==> src/rtl/excpt_ctrl_if.sv <==
// Bus between the commit stage and the exception controller.
// The slave modport is the controller side.
interface excpt_ctrl_if #(
    parameter int unsigned N_IRQ  = 6,
    parameter int unsigned ADDR_W = 32
);
    logic [N_IRQ-1:0]  irq;
    logic [31:0]       excptype;
    logic              inst_valid;
    logic [ADDR_W-1:0] inst_pc;
    logic              im_wr;
    logic [N_IRQ-1:0]  im_wdata;
    logic              excpt;
    logic [ADDR_W-1:0] ejpc;
    logic [ADDR_W-1:0] epc;
    logic [4:0]        cause_code;
    logic [2:0]        cause_irq;
    logic              in_handler;
    logic [N_IRQ-1:0]  pending;

    modport slave (
        input  irq, excptype, inst_valid, inst_pc, im_wr, im_wdata,
        output excpt, ejpc, epc, cause_code, cause_irq, in_handler, pending
    );

    modport master (
        output irq, excptype, inst_valid, inst_pc, im_wr, im_wdata,
        input  excpt, ejpc, epc, cause_code, cause_irq, in_handler, pending
    );
endinterface

==> src/rtl/excpt_ctrl.sv <==
// Registered exception/interrupt controller beside the commit stage:
// edge-latched pending IRQs with mask and fixed priority, EPC/cause, EXL state.
module excpt_ctrl #(
    parameter int unsigned N_IRQ      = 6,
    parameter logic [31:0] VEC_BASE   = 32'h0000_0040,
    parameter logic [31:0] VEC_STRIDE = 32'h0000_0010,
    parameter int unsigned ADDR_W     = 32
) (
    input logic          clk,
    input logic          rst,
    excpt_ctrl_if.slave  bus
);
    typedef enum logic {IDLE, HANDLER} state_t;

    state_t            state_q;
    logic [N_IRQ-1:0]  irq_d_q;
    logic [N_IRQ-1:0]  pending_q, pending_d;
    logic [N_IRQ-1:0]  mask_q;
    logic              excpt_q;
    logic [ADDR_W-1:0] ejpc_q;
    logic [ADDR_W-1:0] epc_q;
    logic [4:0]        cause_code_q;
    logic [2:0]        cause_irq_q;

    logic [N_IRQ-1:0]  rise;
    logic [N_IRQ-1:0]  masked;
    logic              irq_hit;
    logic [2:0]        irq_idx;
    logic [N_IRQ-1:0]  clr_vec;
    logic              take_eret, take_sys, take_irq;
    logic [ADDR_W-1:0] irq_vec;
    logic              unused_excptype;

    assign unused_excptype = ^{bus.excptype[31:10], bus.excptype[7:0]};

    always_comb begin
        rise    = bus.irq & ~irq_d_q;
        masked  = pending_q & mask_q;
        irq_hit = 1'b0;
        irq_idx = '0;
        // Scan downwards so the lowest set index is the one left standing.
        for (int unsigned i = N_IRQ; i > 0; i--) begin
            if (masked[i-1]) begin
                irq_hit = 1'b1;
                irq_idx = 3'(i - 1);
            end
        end

        take_eret = bus.inst_valid && bus.excptype[9] && (state_q == HANDLER);
        take_sys  = bus.inst_valid && bus.excptype[8] && (state_q == IDLE);
        take_irq  = bus.inst_valid && !take_sys && irq_hit && (state_q == IDLE);

        irq_vec   = ADDR_W'(VEC_BASE + VEC_STRIDE * (32'(irq_idx) + 32'd1));
        clr_vec   = take_irq ? (N_IRQ'(1) << irq_idx) : '0;
        // A new rising edge wins over the clear of the interrupt being taken.
        pending_d = (pending_q & ~clr_vec) | rise;
    end

    always_ff @(posedge clk) begin
        if (rst) begin
            state_q      <= IDLE;
            irq_d_q      <= '0;
            pending_q    <= '0;
            mask_q       <= '1;
            excpt_q      <= 1'b0;
            ejpc_q       <= '0;
            epc_q        <= '0;
            cause_code_q <= '0;
            cause_irq_q  <= '0;
        end else begin
            irq_d_q   <= bus.irq;
            pending_q <= pending_d;
            excpt_q   <= 1'b0;
            if (bus.im_wr) begin
                mask_q <= bus.im_wdata;
            end
            if (take_eret) begin
                excpt_q <= 1'b1;
                ejpc_q  <= epc_q;
                state_q <= IDLE;
            end else if (take_sys) begin
                excpt_q      <= 1'b1;
                ejpc_q       <= ADDR_W'(VEC_BASE);
                epc_q        <= bus.inst_pc + ADDR_W'(4);
                cause_code_q <= 5'd8;
                state_q      <= HANDLER;
            end else if (take_irq) begin
                excpt_q      <= 1'b1;
                ejpc_q       <= irq_vec;
                epc_q        <= bus.inst_pc;
                cause_code_q <= 5'd0;
                cause_irq_q  <= irq_idx;
                state_q      <= HANDLER;
            end
        end
    end

    assign bus.excpt      = excpt_q;
    assign bus.ejpc       = ejpc_q;
    assign bus.epc        = epc_q;
    assign bus.cause_code = cause_code_q;
    assign bus.cause_irq  = cause_irq_q;
    assign bus.in_handler = (state_q == HANDLER);
    assign bus.pending    = pending_q;
endmodule
==> src/flat_wrapper.sv <==
// flat-port wrapper written by rule: the top's interface ports become plain ports
module excpt_ctrl_flat 
#(
    parameter int unsigned N_IRQ      = 6,
    parameter logic [31:0] VEC_BASE   = 32'h0000_0040,
    parameter logic [31:0] VEC_STRIDE = 32'h0000_0010,
    parameter int unsigned ADDR_W     = 32
)
  (clk, rst, bus_irq, bus_excptype, bus_inst_valid, bus_inst_pc, bus_im_wr, bus_im_wdata, bus_excpt, bus_ejpc, bus_epc, bus_cause_code, bus_cause_irq, bus_in_handler, bus_pending);
  excpt_ctrl_if #(.N_IRQ(N_IRQ), .ADDR_W(ADDR_W)) bus_i ();
  input logic clk;
  input logic rst;
  input wire logic [$bits(bus_i.irq)-1:0] bus_irq;
  input wire logic [$bits(bus_i.excptype)-1:0] bus_excptype;
  input wire logic [$bits(bus_i.inst_valid)-1:0] bus_inst_valid;
  input wire logic [$bits(bus_i.inst_pc)-1:0] bus_inst_pc;
  input wire logic [$bits(bus_i.im_wr)-1:0] bus_im_wr;
  input wire logic [$bits(bus_i.im_wdata)-1:0] bus_im_wdata;
  output wire logic [$bits(bus_i.excpt)-1:0] bus_excpt;
  output wire logic [$bits(bus_i.ejpc)-1:0] bus_ejpc;
  output wire logic [$bits(bus_i.epc)-1:0] bus_epc;
  output wire logic [$bits(bus_i.cause_code)-1:0] bus_cause_code;
  output wire logic [$bits(bus_i.cause_irq)-1:0] bus_cause_irq;
  output wire logic [$bits(bus_i.in_handler)-1:0] bus_in_handler;
  output wire logic [$bits(bus_i.pending)-1:0] bus_pending;
  assign bus_i.irq = bus_irq;
  assign bus_i.excptype = bus_excptype;
  assign bus_i.inst_valid = bus_inst_valid;
  assign bus_i.inst_pc = bus_inst_pc;
  assign bus_i.im_wr = bus_im_wr;
  assign bus_i.im_wdata = bus_im_wdata;
  assign bus_excpt = bus_i.excpt;
  assign bus_ejpc = bus_i.ejpc;
  assign bus_epc = bus_i.epc;
  assign bus_cause_code = bus_i.cause_code;
  assign bus_cause_irq = bus_i.cause_irq;
  assign bus_in_handler = bus_i.in_handler;
  assign bus_pending = bus_i.pending;
  excpt_ctrl #(.N_IRQ(N_IRQ), .VEC_BASE(VEC_BASE), .VEC_STRIDE(VEC_STRIDE), .ADDR_W(ADDR_W)) u_core (.clk(clk), .rst(rst), .bus(bus_i));
endmodule
==> config.mk <==
export PLATFORM = sky130hd
export DESIGN_NAME = excpt_ctrl_flat
export DESIGN_NICKNAME = d
export VERILOG_FILES = /design/src/rtl/excpt_ctrl_if.sv /design/src/rtl/excpt_ctrl.sv /design/src/flat_wrapper.sv
export SDC_FILE = /design/constraint.sdc
export NUM_CORES = 1
export LEC_CHECK = 0
export ABC_AREA = 1
export BUFFER_PORTS_ARGS = -buffer_cell sky130_fd_sc_hd__buf_2
export CORE_MARGIN = 2
export CORE_UTILIZATION = 50
export CTS_CLUSTER_DIAMETER = 60
export DETAILED_ROUTE_END_ITERATION = 6
export PLACE_DENSITY_LB_ADDON = 0.1
export SYNTH_ARGS = -nofsm -noshare
export SYNTH_HDL_FRONTEND = slang
export SYNTH_SLANG_ARGS = --single-unit
==> constraint.sdc <==
create_clock -name clk -period 4.2 [get_ports clk]
set_input_delay 0.42 -clock clk [delete_from_list [all_inputs] [get_ports clk]]
set_output_delay 0.42 -clock clk [all_outputs]
set_load 0.05 [all_outputs]
## Word-level counts from Yosys, hierarchy flattened

Cells that the tools add are included.

| word-level totals | value |
|---|---|
| flip-flop bits (word level) | 92 |
| latch bits | 0 |
| bits in writable memories | 0 |
| memory bits (read-only) | 0 |
| output and inout bits | 80 |
| memories kept | 0 |

| operators by class | value |
|---|---|
| $add $sub $neg | 3 |
| multipliers | 0 |
| divide/modulo/power cells | 0 |
| order comparisons | 0 |
| equality and inequality tests | 0 |
| shift-type cells | 1 |
| multiplexer cells | 25 |
| bitwise operators | 9 |
| reduce and logical (&&, ||, !) cells | 13 |

Operators with widths:

| cell | number |
|---|---|
| 32-bit two-way mux | 5 |
| 32-bit by 3-bit adder with 32-bit output, second input constant | 1 |
| 7-bit by 32-bit adder with 32-bit output, first input constant | 1 |
| 6-bit bitwise AND | 3 |
| 3-bit two-way mux | 6 |
| 6-bit inverter | 2 |
| 1-bit two-way mux | 11 |
| 5-bit two-way mux | 2 |
| 1-bit logical AND | 7 |
| 6-bit two-way mux | 1 |
| 6-bit OR | 1 |
| 1-bit by 3-bit << shifter with 6-bit output, first input constant | 1 |
| 3-bit by 1-bit adder with 4-bit output, second input constant | 1 |
| 1-bit inverter | 3 |
| 3-bit AND reduction | 1 |
| 3-bit nonzero test | 1 |
| 2-bit AND reduction | 1 |
| 2-bit nonzero test | 1 |
| 2-bit OR reduction | 1 |
| 1-bit logical NOT | 1 |

## Depth between registers and ports, before layout

Gate-level depths: netlist of the first run.

| depth | value |
|---|---|
| word-level depth | 13 |
| depth in mapped cells | 15 |
| gate-level depth less buffers | 15 |

## Least setup slack after synthesis of the first run

OpenSTA, ideal clock, no wires.

| path | value |
|---|---|
| path kind | register to register |
| from | register u_core.pending_q[4] (netlist: u_core.bus.pending[4]) |
| to | register u_core.ejpc_q[7] (netlist: u_core.bus.ejpc[7]) |
| library setup time | 0.132 ns |
| arrival | 2.108 ns |
| setup slack | 1.959 ns |
| cell stages (with the launch flop) | 16 |
| buffers on the path | 0 |
| period minus slack after synthesis | 2.241 ns |
| path through | dfxtp_1 > nand2_1 > nand3_1 > nand2_1 > nand2_1 > nand2_1 > nand2_1 > inv_1 > ha_1 > ha_1 > inv_1 > ha_1 > nand3_1 > nand2_1 > nand2_1 > a21oi_1 |

| between the ends | value |
|---|---|
| longest elaborated chain between the ends | 11 |
| elaborated cells between the ends (all ways) | 19 |
| those cells by class | 2 x add/sub; 13 x mux; 1 x bitwise; 3 x reduce/logical |

RTL lines:

| element | RTL line | source |
|---|---|---|
| start, declared | excpt_ctrl.sv:17 | `logic [N_IRQ-1:0] pending_q, pending_d;` |
| start signal, assigned | excpt_ctrl.sv:72 | `pending_q <= pending_d;` |
| 6-bit bitwise AND (*) | excpt_ctrl.sv:38 | `masked = pending_q & mask_q;` |
| 3-bit two-way mux (5 in series) | excpt_ctrl.sv:43 | `if (masked[i-1]) begin` |
| 3-bit by 1-bit adder with 4-bit output | excpt_ctrl.sv:53 | `irq_vec = ADDR_W'(VEC_BASE + VEC_STRIDE * (32'(irq_idx) + 32'd1));` |
| 7-bit by 32-bit adder with 32-bit output | excpt_ctrl.sv:53 |  |
| 32-bit two-way mux | excpt_ctrl.sv:87 | `end else if (take_irq) begin` |
| 32-bit two-way mux | excpt_ctrl.sv:81 | `end else if (take_sys) begin` |
| 32-bit two-way mux | excpt_ctrl.sv:77 | `if (take_eret) begin` |
| end signal, assigned | excpt_ctrl.sv:79 | `ejpc_q <= epc_q;` |
| end signal, assigned | excpt_ctrl.sv:83 | `ejpc_q <= ADDR_W'(VEC_BASE);` |
| end signal, assigned | excpt_ctrl.sv:89 | `ejpc_q <= irq_vec;` |
| end, declared | excpt_ctrl.sv:20 | `logic [ADDR_W-1:0] ejpc_q;` |

Mark *: on every way between the ends. The rest lies on a longest branch, timed or not. The select of a mux whose other input is x is not followed.
A chain may end at the register's enable or synchronous reset.

## Worst setup path after layout of the first run

Same ends and word-level chain as after synthesis.

==> results of run 1 <==
==> kinds of logic (layout without fill, tap and decap cells) <==
group,count (synthesis),after routing,share of synthesized area (%)
and+or+nand+nor,321,321,32.4
AOI/OAI and AO/OA,100,100,12.3
DFF,88,88,41.8
buffers and inverters,82,193,8.96
xor gates and xnor gates,13,13,2.70
adders and majority gates,6,6,1.78
other,1,5,0.0889
==> power groups by stage <==
stage	logic [W]	registers [W]	clock network, W
5_1_grt	0.000530	0.000941	0.000610
6_report	0.000488	0.000934	0.000560
4_1_cts	0.000488	0.000933	0.000574
3_5_place_dp	0.000486	0.000952	0
2_1_floorplan	0.000202	0.00112	0
3_3_place_gp	0.000480	0.000952	0
==> sequential cells by signal (all words and copies together), names as in the netlist <==
| register | count |
|---|---|
| u_core.bus.ejpc | 32 |
| u_core.bus.epc | 32 |
| u_core.bus.pending | 6 |
| u_core.irq_d_q | 6 |
| u_core.mask_q | 6 |
| u_core.bus.cause_irq | 3 |
| u_core.bus.cause_code | 1 |
| u_core.bus.excpt | 1 |
| u_core.bus.in_handler | 1 |
==> worst min-delay path: stages <==
cell	delay [ps]
buf_2	80
inv_1	40
nor2_1	70
==> metal layers <==
| metal | share of wire [%] | wire length [µm] | track usage [%] | up-vias |
|---|---|---|---|---|
| li1 | - | - | - | 2164 |
| met1 | 49 | 5200 | 34.4 | 1904 |
| met2 | 42 | 4430 | 33.3 | 143 |
| met3 | 7.1 | 747 | 3.68 | 12 |
| met4 | 1.4 | 148 | 6.43 | 0 |
| met5 | 0 | 0 | 0 | - |
==> synth_stat cells, drive strengths merged (3+ instances only) <==
master / instances
nand2: 191
dfxtp: 88
nor2: 70
a21oi: 63
inv: 51
nand3: 47
o21ai: 31
buf: 19
clkbuf: 11
nand4: 7
xor2: 7
ha: 6
nor3: 6
xnor2: 6
o21bai: 3
==> cell type report <==
class	instances	share of cell area [%]
inverter	52	3.93
clock buffer	11	2.83
timing repair buffer	126	12.7
multi-input combinational	445	41.8
tap	105	2.63
sequential	88	35.2
clock inverter	4	0.901
==> how the worst max path moves through the flow <==
stage                           from                 end  slack, ps  cells after the start
3_3_place_gp                     rst  u_core.bus.epc[31]       2040                      5
3_5_place_dp                     rst  u_core.bus.epc[31]       2050                      5
6_report       u_core.bus.pending[4]  u_core.bus.ejpc[7]       2110                     15
4_1_cts        u_core.bus.pending[4]  u_core.bus.ejpc[7]       2130                     15
2_1_floorplan  u_core.bus.pending[4]  u_core.bus.ejpc[7]       1960                     15
5_1_grt        u_core.bus.pending[4]  u_core.bus.ejpc[7]       1930                     15
==> through the flow <==
step | instance area (µm²) | setup WS, ps | utilization (%)
finish | 5000 | 2110 | 61.2
floorplan | 4230 | 1960 | -
detailed placement | 4810 | 2050 | 58.9
CTS | 5000 | 2130 | 61.2
global route | 5000 | 1930 | 61.2
global placement | 4810 | 2040 | 58.9
==> flow_summary_export.csv, run 1 <==
group,metric,value,unit
status,status,"finished, final reports clean",
synth,syn_area,4220,µm²
setup_path,cp_top_family,"adder cells",
clock_network,holdBufCountCts,0,
routing,wire_per_inst,12.7,µm
timing,whs,283,ps
pwr,comb_power_share,24.6,%
finish,layout.cells.non_filler,831,
setup_path,cp.arrival,2310,ps
routing,avgViaCountPerCell,5.08,
routing,dr.pass1.iters,5,
clock_network,clock_latency,350,ps
pwr,report.power.total,0.00198,W
pwr,powerDensity,396,nW/µm²
clock_network,clockBufferDepth,2,
routing,drtAntennaViolNets,0,
timing,timing.final.crit_share,49.7,%
setup_path,reg2reg_from,"u_core.bus.pending[4]",
synth,ys_ff_latch,88,
clock_network,postCtsSetupBuffers,0,
finish,fillers,814,
floorplan,die_h,95.8,µm
setup_path,startpoint_type,"flip-flop",
setup_path,crit_path_end_kind,"flip-flop",
clock_network,cts_resized,0,
min_path,hp-class,"input pin to flip-flop",
setup_path,cp_max_fo,5,
timing,maxSlewViolCount,0,
finish,regArea,1760,µm²
pwr,p_leak,2.41,nW
timing,worst_pin_slew,1110,ps
synth,yosys_warnings,0,
setup_path,path_cells,"nand2_1 > nand3_1 > nand2_1 > nand2_1 > nand2_1 > nand2_1 > inv_1 > ha_1 > ha_1 > inv_1 > ha_1 > nand3_1 > nand2_1 > nand2_1 > a21oi_1",
place,dp.cells,816,
floorplan,rows,33,
job,maxCapViolCount,0,
finish,drive_gt1_share,22.3,%
global_routing,grt_max_degree,59,
routing,routed_wl,10.5,mm
timing,max_freq,479,MHz
timing,hold_viol_final,0,
synth,yosys.area.top_type,"dfxtp_1",
finish,multi_input_area,2090,µm²
synth,synth_seq_area_share,41.8,%
timing,finalSetupViolations,0,
synth,synth_ff_type,"dfxtp_1",
routing,drc_errors,0,
setup_path,crit_path_frequent_cell,"nand2_1",
setup_path,cpMaxStageDelayCell,"dfxtp_1",
place,io_buffer_count,125,
finish,final_cell_mix,"187 x nand2_1, 125 x buf_2, 88 x dfxtp_1",
floorplan,dieArea,9180,µm²
synth,synth_edf_count,0,
place,hpwlAfterDp,7.92,mm
place,gp_congestion,0.878,
finish,area_growth,18.6,%
floorplan,die_w,95.8,µm
setup_path,slowest_delay,380,ps
pwr,switchingPower,0.000688,W
finish,final_common_cell,"nand2_1",
global_routing,grt_first_pass_wirelength,16.3,mm
pwr,p_clk_share,28.3,%
timing,rsz0062_at_grt,"false",
timing,skew,12.9,ps
global_routing,antenna_found_initial,0,
routing,vias,4223,
clock_network,cts_buffers,9,
synth,async_flop_share,0,%
synth,syn_avg_cell_area,6.90,µm²
pwr,vdd_drop_max,0.201,mV
pwr,p_seq_share,47.1,%
min_path,hp-start,"bus_irq[3]",
floorplan,core_region_area,8180,µm²
min_path,whs_endpoint,"u_core.irq_d_q[3]",
setup_path,r2r_slack,2110,ps
floorplan,initial_core_util,51.6,%
synth,ys_types,32,
floorplan,boundaryPins,160,
finish,final_nets,808,
setup_path,worst_ep_required_time,4420,ps
timing,tns,0,ps
synth,synthCells,611,
clock_network,htree_num_levels,3,
min_path,holdPathStages,3,
setup_path,cp_num_buf_inv,2,
pwr,switching_share,34.7,%
timing,min_period,2090,ps
synth,ys_top_cells_by_area,"dfxtp_1 42%, nand2_1 17%, a21oi_1 7.4%, nand3_1 5.3%, nor2_1 5.3%",
setup_path,rr_endpoint,"u_core.bus.ejpc[7]",
global_routing,grt_overflow,0,
routing,drtIter0Drc,219,
setup_path,worst-setup-path-type,"flip-flop to flip-flop",
global_routing,grt_pass1_vias,3431,
global_routing,grtUsageTotal,22.7,%
finish,diodes,0,
clock_network,cts_tree,"done",
setup_path,r2r_cells,15,
clock_network,clock-sinks,88,
pwr,internal_power,0.00129,W
clock_network,cts.reportedPaths.clkPinSlew,80,ps
timing,slew-limit-headroom,25.7,%
clock_network,cts_root_buf,"clkbuf_8",
synth,yosysTopAreaCellShare,41.8,%
No activity file was read; power rests on OpenSTA's default activity.
==> inputs of run 2 (changes only) <==
Settings changed: CORE_UTILIZATION 50 to 49.
Clock period 4.2 ns to 2.1 ns, I/O delays scaled along.
==> flow_summary_export.csv, run 2 (same netlist as run 1, synthesis figures left out) <==
group,metric,value,unit
pwr,switchingPower,0.00141,W
timing,min_period,1930,ps
floorplan,die_w,96.8,µm
timing,setup_slack,172,ps
pwr,report.power.total,0.00404,W
floorplan,initial_core_util,50.8,%
setup_path,slowest_delay,350,ps
finish,post-route-util,61.6,%
timing,hold_viol_final,0,
clock_network,cts_buffers,9,
routing,dr.pass1.iters,5,
setup_path,rr_endpoint,"u_core.bus.ejpc[7]",
clock_network,holdBufCountCts,0,
clock_network,cts.reportedPaths.clkPinSlew,90,ps
floorplan,dieArea,9360,µm²
floorplan,die_h,96.8,µm
routing,drc_errors,0,
clock_network,clock_latency,350,ps
pwr,powerDensity,791,nW/µm²
place,dp.cells,825,
timing,max_freq,519,MHz
setup_path,cp_max_fo,3,
routing,drtAntennaViolNets,0,
clock_network,clock-sinks,88,
pwr,internal_power,0.00263,W
clock_network,cts_root_buf,"clkbuf_8",
routing,avgViaCountPerCell,5.03,
pwr,switching_share,34.9,%
status,status,"finished, final reports clean",
finish,final_nets,817,
place,hpwlAfterDp,8.28,mm
min_path,whs_endpoint,"u_core.mask_q[2]",
clock_network,cts_tree,"done",
setup_path,crit_path_frequent_cell,"nand2_1",
min_path,hp-start,"bus_im_wdata[2]",
routing,dr.max_layer_used,"met4",
routing,drtIter0Drc,161,
pwr,p_leak,2.46,nW
place,io_buffer_count,125,
timing,finalSetupViolations,0,
finish,diodes,0,
finish,drive_gt1_share,23.6,%
setup_path,r2r_slack,170,ps
min_path,holdPathStages,3,
job,maxCapViolCount,0,
setup_path,crit_path_end_kind,"flip-flop",
routing,wire_per_inst,12.8,µm
setup_path,worst-setup-path-type,"flip-flop to flip-flop",
routing,dr_wl_met3,724,µm
floorplan,core_region_area,8300,µm²
routing,routed_wl,10.7,mm
setup_path,startpoint_type,"flip-flop",
global_routing,grt_first_pass_wirelength,17.8,mm
setup_path,cp.arrival,2170,ps
setup_path,r2r_cells,15,
routing,vias,4228,
finish,final_common_cell,"nand2_1",
clock_network,htree_num_levels,3,
routing,dr_wl_met2,4.58,mm
pwr,vdd_drop_max,0.318,mV
floorplan,rows,33,
global_routing,grtUsageTotal,22.7,%
place,gp_congestion,0.852,
min_path,hp-class,"input pin to flip-flop",
timing,timing.final.crit_share,91.8,%
finish,area_growth,21.2,%
finish,final_cell_mix,"187 x nand2_1, 125 x buf_2, 86 x dfxtp_1",
floorplan,boundaryPins,160,
place,dpl_worst_slack,192,ps
global_routing,grt_overflow,0,
global_routing,grt_max_degree,46,
setup_path,path_cells,"nand2_1 > nand3_1 > nand2_1 > nand2_1 > nand2_1 > nand2_1 > inv_1 > ha_1 > ha_4 > inv_1 > ha_1 > nand3_1 > nand2_1 > nand2_1 > a21oi_1",
finish,layout.cells.non_filler,841,
routing,wl_met1,5.35,mm
setup_path,cpMaxStageDelayCell,"dfxtp_2",
clock_network,clockBufferDepth,2,
pwr,comb_power_share,25.0,%
setup_path,worst_ep_required_time,2340,ps
setup_path,reg2reg_from,"u_core.bus.pending[4]",
global_routing,antenna_found_initial,0,
timing,tns,0,ps
pwr,p_clk_share,28.7,%
pwr,p_seq_share,46.3,%
timing,maxSlewViolCount,0,
timing,skew,15.7,ps
global_routing,grt_pass1_vias,3636,
[run 2: how the worst max path moves through the flow]
stage,slack (ps),startpoint,depth (start not counted),to
after floorplan,30,u_core.bus.pending[1],11,u_core.bus.ejpc[7]
after global placement,230,u_core.bus.pending[4],15,u_core.bus.ejpc[7]
after detailed placement,190,u_core.bus.pending[4],15,u_core.bus.ejpc[7]
after CTS,180,u_core.bus.pending[4],15,u_core.bus.ejpc[7]
after global routing,-2,u_core.bus.pending[4],15,u_core.bus.ejpc[7]
final,170,u_core.bus.pending[4],15,u_core.bus.ejpc[7]
[run 2: critical path: cells and delay by family, from the launching register on]
| kind | cells | cell delay [ps] |
|---|---|---|
| fa+ha+maj | 3 | 760 |
| compound gates | 1 | 60 |
| simple gates | 9 | 540 |
| buf+inv | 2 | 100 |
| flops | 1 | 350 |
[run 2: area by class of cell]
type,count,area (µm²)
Inverter,52,196
Sequential cell,88,1760
Fill cell,829,3190
Multi-Input combinational cell,445,2100
Clock inverter,4,53.8
Timing Repair Buffer,135,713
Clock buffer,12,145
Tap cell,105,131
[run 2: repair_timing]
action / 4_1_cts / 5_1_grt
gates resized for setup: 0 / 1
setup buffers: 0 / 0
endpoints found under the setup margin: 0 / 1
[run 2: metrics by stage]
step	hold WS, ps	instance area [µm²]
2_1_floorplan	321	4230
3_3_place_gp	398	4900
3_5_place_dp	422	4900
4_1_cts	62.0	5100
5_1_grt	76.6	5110
6_report	75.5	5110
[run 2: power groups by stage]
stage	Combinational, W	Clock, W	Sequential (W)
6_report	0.00101	0.00116	0.00187
5_1_grt	0.00110	0.00125	0.00189
4_1_cts	0.00101	0.00118	0.00187
3_5_place_dp	0.00100	0	0.00191
3_3_place_gp	0.000989	0	0.00190
2_1_floorplan	0.000405	0	0.00224
[run 2: layer usage]
layer	GRT usage, %	vias up
li1	-	2188
met1	34.5	1881
met2	33.9	151
met3	3.76	8
met4	5.09	0
met5	0	-
==> inputs of run 3 (changes only) <==
Settings changed: PLACE_DENSITY set to 0.79, PLACE_DENSITY_LB_ADDON 0.1 to not set.
==> flow_summary_export.csv, run 3 (same netlist as run 1, synthesis figures left out) <==
group,metric,value,unit
status,status,"finished, final reports clean",
floorplan,core_region_area,8300,µm²
finish,area_growth,19.3,%
pwr,powerDensity,761,nW/µm²
pwr,p_clk_share,24.6,%
place,place_area,4870,µm²
setup_path,startpoint_type,"flip-flop",
finish,design_area,5030,µm²
floorplan,rows,33,
job,maxCapViolCount,0,
setup_path,cp.arrival,2160,ps
pwr,vdd_drop_max,0.294,mV
clock_network,cts.reportedPaths.clkPinSlew,80,ps
finish,post-route-util,60.6,%
setup_path,worst_ep_required_time,2320,ps
min_path,holdPathStages,3,
timing,max_freq,518,MHz
timing,hold_viol_final,0,
finish,final_nets,814,
finish,diodes,0,
setup_path,crit_path_end_kind,"flip-flop",
global_routing,grt_pass1_vias,3888,
floorplan,die_h,96.8,µm
global_routing,grt_max_degree,51,
timing,slew-limit-headroom,62.8,%
timing,worst_pin_slew,556,ps
clock_network,clockBufferDepth,2,
floorplan,dieArea,9360,µm²
pwr,switchingPower,0.00138,W
clock_network,holdBufCountCts,0,
timing,timing.final.crit_share,92.0,%
finish,drive_gt1_share,23.3,%
timing,skew,10.5,ps
pwr,comb_power_share,26.5,%
clock_network,clock-sinks,88,
setup_path,worst-setup-path-type,"flip-flop to flip-flop",
floorplan,boundaryPins,160,
clock_network,cts_tree,"done",
clock_network,cts_root_buf,"clkbuf_8",
clock_network,htree_num_levels,3,
routing,avgViaCountPerCell,5.13,
global_routing,grtUsageTotal,23.4,%
finish,final_cell_mix,"187 x nand2_1, 125 x buf_2, 85 x dfxtp_1",
pwr,internal_power,0.00245,W
global_routing,grt_first_pass_wirelength,18.3,mm
place,io_buffer_count,125,
floorplan,initial_core_util,50.8,%
pwr,p_seq_share,48.9,%
routing,drc_errors,0,
timing,min_period,1930,ps
setup_path,cp_max_fo,4,
routing,drtAntennaViolNets,0,
setup_path,crit_start,"u_core.bus.pending[2]",
routing,routed_wl,11.1,mm
timing,maxSlewViolCount,0,
setup_path,r2r_cells,12,
global_routing,antenna_found_initial,0,
pwr,switching_share,36.1,%
global_routing,grt_overflow,0,
finish,multi_input_area,2110,µm²
timing,finalSetupViolations,0,
finish,regArea,1770,µm²
clock_network,clock_latency,350,ps
min_path,hp-start,"bus_irq[4]",
finish,fillers,769,
pwr,p_leak,2.42,nW
timing,rsz0062_at_grt,"false",
place,gp_congestion,0.897,
min_path,hp-class,"input pin to flip-flop",
timing,tns,0,ps
place,hpwlAfterDp,8.37,mm
routing,vias,4281,
routing,wire_per_inst,13.3,µm
floorplan,die_w,96.8,µm
routing,drtIter0Drc,318,
routing,dr.pass1.iters,5,
finish,final_common_cell,"nand2_1",
clock_network,cts_buffers,9,
setup_path,reg2reg_from,"u_core.bus.pending[2]",
-- run 3: power by group through the flow --
stage                     Sequential (W)  Combinational, W  Clock (W)
after floorplan                  0.00224          0.000405          0
after global placement           0.00190          0.000980          0
after detailed placement         0.00191          0.000998          0
after CTS                        0.00187           0.00100   0.000948
after global routing             0.00189           0.00110    0.00101
final                            0.00187           0.00102   0.000942
-- run 3: area by class of cell --
type | count | area share, %
Clock buffer | 11 | 2.61
Clock inverter | 2 | 0.199
Inverter | 52 | 3.90
Multi-Input combinational cell | 445 | 41.9
Sequential cell | 88 | 35.1
Tap cell | 105 | 2.61
Timing Repair Buffer | 132 | 13.7
-- run 3: what timing repair did --
| item | in CTS | in global routing |
|---|---|---|
| endpoints found under the setup margin | 0 | 1 |
| resized for setup | 0 | 3 |
| buffers inserted | 0 | 1 |
-- run 3: path summary, 6_finish.rpt --
kind,to,slack (ps)
max,u_core.bus.ejpc[7],170
min reg2reg,u_core.bus.pending[4],430
min,u_core.irq_d_q[4],70
max reg2reg,u_core.bus.ejpc[7],170
-- run 3: stage by stage --
step                total power, W  std cells  hold slack [ps]  worst slack (ps)
floorplan                  0.00264        615              321              31.2
global placement           0.00288        821              408               222
detailed placement         0.00290        821              404               168
CTS                        0.00382        834             65.9               136
global route               0.00400        835             86.9              4.71
finish                     0.00383        835             67.7               168
-- run 3: worst max-delay path, stage by stage, from the launching register on --
cell     delay, ps
dfxtp_2        350
nand2_1         90
nand2_1        150
inv_1           60
nor2_1         220
ha_2           240
ha_4           140
inv_1           40
ha_1           270
nand3_1         80
nand2_1         60
nand2_1         70
a21oi_1         60
-- run 3: layer usage --
| metal | track usage [%] | share of wire (%) |
|---|---|---|
| met5 | 0 | 0 |
| met3 | 2.96 | 6.7 |
| met2 | 37.3 | 46 |
| met1 | 32.7 | 46 |
| met4 | 8.02 | 1.8 |
